==> config.mk <==
export PLATFORM = sky130hd
export DESIGN_NAME = acq_sequencer
export DESIGN_NICKNAME = d
export VERILOG_FILES = /design/src/rtl/acq_sequencer.sv
export SDC_FILE = /design/constraint.sdc
export NUM_CORES = 1
export LEC_CHECK = 0
export ABC_AREA = 1
export ABC_CLOCK_PERIOD_IN_PS = 2900
export CORE_ASPECT_RATIO = 0.75
export CORE_MARGIN = 1
export CORE_UTILIZATION = 58
export CTS_CLUSTER_SIZE = 8
export DETAILED_ROUTE_END_ITERATION = 12
export PLACE_DENSITY_LB_ADDON = 0.12
export REMOVE_ABC_BUFFERS = 1
export SLEW_MARGIN = 10
export SYNTH_ARGS = -nofsm -noshare
export SYNTH_HDL_FRONTEND = slang
export SYNTH_SLANG_ARGS = --single-unit
==> constraint.sdc <==
create_clock -name clk -period 2.9 [get_ports clk]
set_clock_uncertainty 0.05 [all_clocks]
set_input_delay 0.58 -clock clk [delete_from_list [all_inputs] [get_ports clk]]
set_output_delay 0.58 -clock clk [all_outputs]
set_load 0.05 [all_outputs]
==> src/rtl/acq_sequencer.sv <==
// Acquisition sequencer: schedules SPI conversions (periodic or single-shot) and walks
// the convert -> filter -> compare chain, with a per-stage watchdog and sticky status.
//
// state   | meaning
// --------+-----------------------------------------------------------
// IDLE    | waiting for a period tick or single_shot request
// CONVERT | conversion requested, waiting for data_ready
// FILTER  | filter enabled, waiting for filter_done
// COMPARE | comparator enabled, waiting for compare_done
// DONE    | one-cycle completion: sample_valid pulse, count increment
module acq_sequencer #(
  parameter int PERIOD_W      = 16,
  parameter int SAMPLE_PERIOD = 1000,
  parameter int TIMEOUT       = 255,
  parameter int CNT_W         = 8
) (
  input  logic             clk,
  input  logic             reset,
  input  logic             run,
  input  logic             single_shot,
  input  logic             err_clr,
  input  logic             data_ready,
  input  logic             filter_done,
  input  logic             compare_done,
  output logic             start_conversion,
  output logic             filter_enable,
  output logic             compare_enable,
  output logic             busy,
  output logic             sample_valid,
  output logic [CNT_W-1:0] sample_count,
  output logic [2:0]       stage,
  output logic             timeout_err,
  output logic             overrun
);

  typedef enum logic [2:0] {
    S_IDLE    = 3'd0,
    S_CONVERT = 3'd1,
    S_FILTER  = 3'd2,
    S_COMPARE = 3'd3,
    S_DONE    = 3'd4
  } state_t;

  localparam logic [PERIOD_W-1:0] PERIOD_LAST = PERIOD_W'(SAMPLE_PERIOD - 1);
  localparam logic [7:0]          WD_LAST     = 8'(TIMEOUT - 1);

  state_t              state, state_next;
  logic [PERIOD_W-1:0] period_cnt, period_cnt_next;
  logic [7:0]          wd_cnt, wd_cnt_next;
  logic                tick;
  logic                waiting;
  logic                wd_expired;
  logic                timeout_set;
  logic                overrun_set;

  always_comb begin
    tick            = run && (period_cnt == PERIOD_LAST);
    period_cnt_next = '0;
    if (run) begin
      period_cnt_next = (period_cnt == PERIOD_LAST) ? '0 : period_cnt + 1'b1;
    end

    state_next  = state;
    timeout_set = 1'b0;
    overrun_set = tick && (state != S_IDLE);
    waiting     = 1'b0;
    wd_expired  = (wd_cnt == WD_LAST);

    // A done input in the watchdog's last cycle takes priority over the abort.
    case (state)
      S_IDLE: begin
        if (tick || single_shot) state_next = S_CONVERT;
      end
      S_CONVERT: begin
        waiting = 1'b1;
        // start_conversion is high only in the first CONVERT cycle; data_ready is ignored there.
        if (data_ready && !start_conversion) begin
          state_next = S_FILTER;
        end else if (wd_expired) begin
          state_next  = S_IDLE;
          timeout_set = 1'b1;
        end
      end
      S_FILTER: begin
        waiting = 1'b1;
        if (filter_done) begin
          state_next = S_COMPARE;
        end else if (wd_expired) begin
          state_next  = S_IDLE;
          timeout_set = 1'b1;
        end
      end
      S_COMPARE: begin
        waiting = 1'b1;
        if (compare_done) begin
          state_next = S_DONE;
        end else if (wd_expired) begin
          state_next  = S_IDLE;
          timeout_set = 1'b1;
        end
      end
      S_DONE: begin
        state_next = S_IDLE;
      end
      default: begin
        state_next = S_IDLE;
      end
    endcase

    wd_cnt_next = '0;
    if (waiting && (state_next == state)) begin
      wd_cnt_next = wd_cnt + 1'b1;
    end
  end

  always_ff @(posedge clk) begin
    if (reset) begin
      state            <= S_IDLE;
      period_cnt       <= '0;
      wd_cnt           <= '0;
      start_conversion <= 1'b0;
      filter_enable    <= 1'b0;
      compare_enable   <= 1'b0;
      busy             <= 1'b0;
      sample_valid     <= 1'b0;
      sample_count     <= '0;
      stage            <= 3'd0;
      timeout_err      <= 1'b0;
      overrun          <= 1'b0;
    end else begin
      state            <= state_next;
      period_cnt       <= period_cnt_next;
      wd_cnt           <= wd_cnt_next;
      start_conversion <= (state_next == S_CONVERT) && (state != S_CONVERT);
      filter_enable    <= (state_next == S_FILTER);
      compare_enable   <= (state_next == S_COMPARE);
      busy             <= (state_next != S_IDLE);
      sample_valid     <= (state_next == S_DONE);
      if (state_next == S_DONE) begin
        sample_count <= sample_count + 1'b1;
      end
      stage            <= state_next;
      // Set wins over a simultaneous clear.
      timeout_err      <= timeout_set | (timeout_err & ~err_clr);
      overrun          <= overrun_set | (overrun & ~err_clr);
    end
  end

endmodule

# Word level (Yosys, flattened, before mapping)
# Cells that the tools add are included.
# word_totals
in_bits	8
elab_cells	57
regBits	42
output_inout_bits	18
# classes
n_addsub	3
mux	12
bitwise	7
n_eq_ne	11
reduce_logical	13
# op_table
operator	count
adder 16 x 1 -> 16 bit, second input constant	1
adder 8 x 1 -> 8 bit, second input constant	2
equality test 16 x 10 -> 1 bit, second input constant	1
two-way mux 3 bit	5
equality test 3 x 2 -> 1 bit, second input constant	4
case mux 3 bit (4 select lines)	1
equality test 8 bit, second input constant	1
equality test 3 x 1 -> 1 bit, second input constant	2
nonzero test 3 bit	2
OR reduction 3 bit	2
logical AND 1 bit	5
two-way mux 1 bit	5
equality test 3 bit	1
equality test 3 bit, second input constant	1
logical NOT 3 bit	1
inequality test 3 x 1 -> 1 bit, second input constant	1
inverter 1 bit	3
case mux 1 bit (3 select lines)	1
bitwise AND 1 bit	2
bitwise OR 1 bit	2
OR reduction 2 bit	1
logical NOT 1 bit	1
logical OR 1 bit	1

# Logic depth before layout (Yosys ltp)
# depth
word_depth	9
depth_mapped	14
depth_no_buf	14

# Worst setup path before layout
# No wires, ideal clock.
# synth_path
path_type	flip-flop to flip-flop
from	register state[1]
to	register wd_cnt[2]
path_slack_ps	1087
t_required_ps	2734
synth_period_minus_slack_ps	1813
arrival_ps	1647
path_stages_with_launch	11
setup_time_ps	116
path_buffers	1
cell_sequence	dfxtp_1 buf_2 nand2_1 nor2_1 nand2_2 o2111ai_1 nor2_1 nand2_1 clkinv_1 nand2_2 nor2_1
# synth_between
elab_chain_len	7
word_cells_on_any_way	16
classes_between	eq/ne (4); mux (7); bitwise (1); reduce/logical (4)
# synth_lines
element	line_no	rtl
from (decl)	47	state_t state, state_next;
from (signal assigned)	131	state <= state_next;
two-way mux 3 bit	79, 88, 97	
two-way mux 3 bit, on equally long branches	95, 77, 86	
case mux 3 bit (4 select lines)	70	case (state)
equality test 3 bit	111	if (waiting && (state_next == state)) begin
logical AND 1 bit *	111	
inverter 1 bit (no source line) *	n/a	
OR reduction 2 bit (no source line) *	n/a	
to (signal assigned)	133	wd_cnt <= wd_cnt_next;
to (decl)	49	logic [7:0] wd_cnt, wd_cnt_next;
# Every way passes the cells marked *; elsewhere a longest branch is shown, timed or not.
# A chain may end at the register's enable or synchronous reset.

==> metrics.txt <==
outcome complete, no violations; 1st-pass router iterations 6; # H-tree levels 2; RSZ-0062 raised after global routing no; Placement Rows 17; Mapped Area 1910 um2; TritonCTS buffer count 5; Remaining DRCs 0; IO Count 26; Synth Flop Type dfxtp_1; Synth area leaders dfxtp_1, nand2_1, nor2_1; Core Box Area 3040 um2; Final setup viols 0; post-placement cell count 322; Initial Utilization 62.9%; worst path buffer plus inverter count 1; Comb pwr share 7.4%; max incr delay on CP 860 ps; CP Launch Type flop; worst hold path type reg2reg; Pint 867 uW; Non-Filler Instances 330; CP Cell Sequence clkdlybuf4s50_1; Antenna Cells 0; hold_ws 423 ps; type of the worst setup path reg2out; dpl ws 764 ps; post-cts resize count 0; LEAKAGE 0.940 nW; clk_lat worst skew 290 ps; Post-synth EDFFs 0; Routed WL per cell 11.7 um; Mapped Avg Cell Area 7.33 um2; Synth-to-Final Area Change 20.8%; Remaining Overflow, GRT 0; asr flop ratio synth 0%; most frequent cells in the layout nand2_1, nor2_1, dfxtp_1, inv_1, clkdlybuf4s50_1; Net Switching 262 uW; fin crit share 77.6%; Req. time, crit path 2270 ps; min Tclk post-route 2250 ps; hold depth 1; flops & latches, synth 42; Peak VDD IR 339 uV; RD Place Congestion 0.819; Yosys cell types 30; setup slack after layout 649 ps; Routed WL 3850 um; Vias 1,676; die height 51.7 um; Routed Antenna Nets 0; max cap viols 0; share of Yosys cell area claimed by the top area cell type 44.0%; CP delay by family, top buffers and inverters; largest net degree at the start of global routing 17; Post-CTS Setup Inserts 0; Worst R2R End period_cnt[13]; Synth warnings 0; Hold Fails Final Rpt 0; leading area contributor after synthesis dfxtp_1; Clock Path Buffers 2; Final nets 303; Critical Path End Type output pin; flop-to-flop setup slack 1110 ps; sequential share of power 52.3%; first-pass GRT wire length 6570 um; ratio of cells with drive above 1 in the final layout 8.56%; hold-fix buffers at CTS 0; GRT Overall Usage 25.6%; number of vias per cell 5.08; Worst EP arrival 1620 ps; Syn Inst Count 261; worst r2r path cells 6; clock transition at the registers of the reported paths 80 ps; commonest non-fill, non-tap cell in the layout nand2_1; die width 68.3 um; number of global-route vias before repair 1,550; antenna violations before repair 0; clock sinks 42; Slew Limit Fails 0; Power Dens Cells 488 nW/um2; maximum fanout along the worst path 9; hold path start period_cnt[0]; CTS tree built; die area 3530 um2; Filler cells 240; DP HPWL 2690 um; switching part of the total power 23.2%; r2r startpoint period_cnt[0]; Worst Max-Slew Pin Slew 661 ps; setup TNS 0 ps; Layout Utilization 75.9%; Hold Path Sink period_cnt[0]; Initial DRC Count 45; Peak Freq 444 MHz; I/O Buffers 25; Clock power frac 40.3%; CP max-delay cell clkdlybuf4s50_1; Worst slew margin 55.8%; Seq/Total Area, Yosys 44.0%; root buf cell clkbuf_8
[power groups by stage]
| stage | combinational, mW | sequential (mW) | clock [mW] |
|---|---|---|---|
| final | 0.0831 | 0.591 | 0.455 |
| after global routing | 0.0918 | 0.592 | 0.489 |
| after CTS | 0.0833 | 0.591 | 0.460 |
| after detailed placement | 0.0829 | 0.604 | 0 |
| after global placement | 0.0820 | 0.604 | 0 |
| after floorplan | 0.0325 | 0.621 | 0 |
[cells by family (layout without fill, tap and decap cells)]
kind of cell | count (synthesis) | after routing | synth area share [%]
AO/OA/AOI/OAI | 24 | 24 | 7.00
XOR/XNOR | 11 | 11 | 5.04
adder cells (fa/ha/maj) | 4 | 4 | 2.62
buffers and inverters | 38 | 69 | 7.72
flip-flops | 42 | 42 | 44.0
AND/OR/NAND/NOR | 142 | 142 | 33.6
[final cells by class]
class	count	area, um2	share of cell area [%]
inverters	35	131	5.69
flip-flops and latches	42	841	36.4
clock buffers	5	68.8	2.98
well taps	38	47.5	2.06
clock inverters	3	40.0	1.73
multi-input cells	181	923	40.0
repair buffers	26	258	11.2
[cell usage after synthesis, types with 4 or more instances]
cell type and number:
inv_2 5, nor2_1 43, dfxtp_1 42, ha_1 4
nand2_1 51, or2_0 4, nor3_1 10, nand3_1 17
nand2_2 5, xor2_1 8, a21oi_1 16, inv_1 29
[routing by layer]
| layer | vias to the layer above | share of wire (%) | GRT usage, % | wire length (um) |
|---|---|---|---|---|
| met5 | - | 0 | 0 | 0 |
| met4 | 0 | 1.0 | 7.29 | 40 |
| met3 | 7 | 3.7 | 8.77 | 142 |
| met2 | 30 | 44 | 41.0 | 1690 |
| met1 | 757 | 51 | 32.2 | 1970 |
| li1 | 882 | - | - | - |
[per-stage QoR]
stage	cell area, um2	total power, mW
finish	2310	1.13
global route	2310	1.17
CTS	2310	1.13
detailed placement	2200	0.687
global placement	2200	0.686
floorplan	1900	0.654
[flip-flops by register name, summed over array words and instances, names as in the netlist, 3 cells and up]
register / flops
period_cnt: 16
sample_count: 8
state: 3
wd_cnt: 8
[how the worst max path moves through the flow]
stage | from | end | slack (ps) | depth (start not counted)
final | state[1] | stage[1] | 650 | 1
after global routing | state[1] | stage[1] | 560 | 1
after CTS | state[1] | stage[1] | 650 | 1
after detailed placement | reset | period_cnt[13] | 760 | 4
after global placement | reset | period_cnt[10] | 790 | 4
after floorplan | state[1] | wd_cnt[2] | 1180 | 9
No activity file was read; power rests on OpenSTA's default activity.
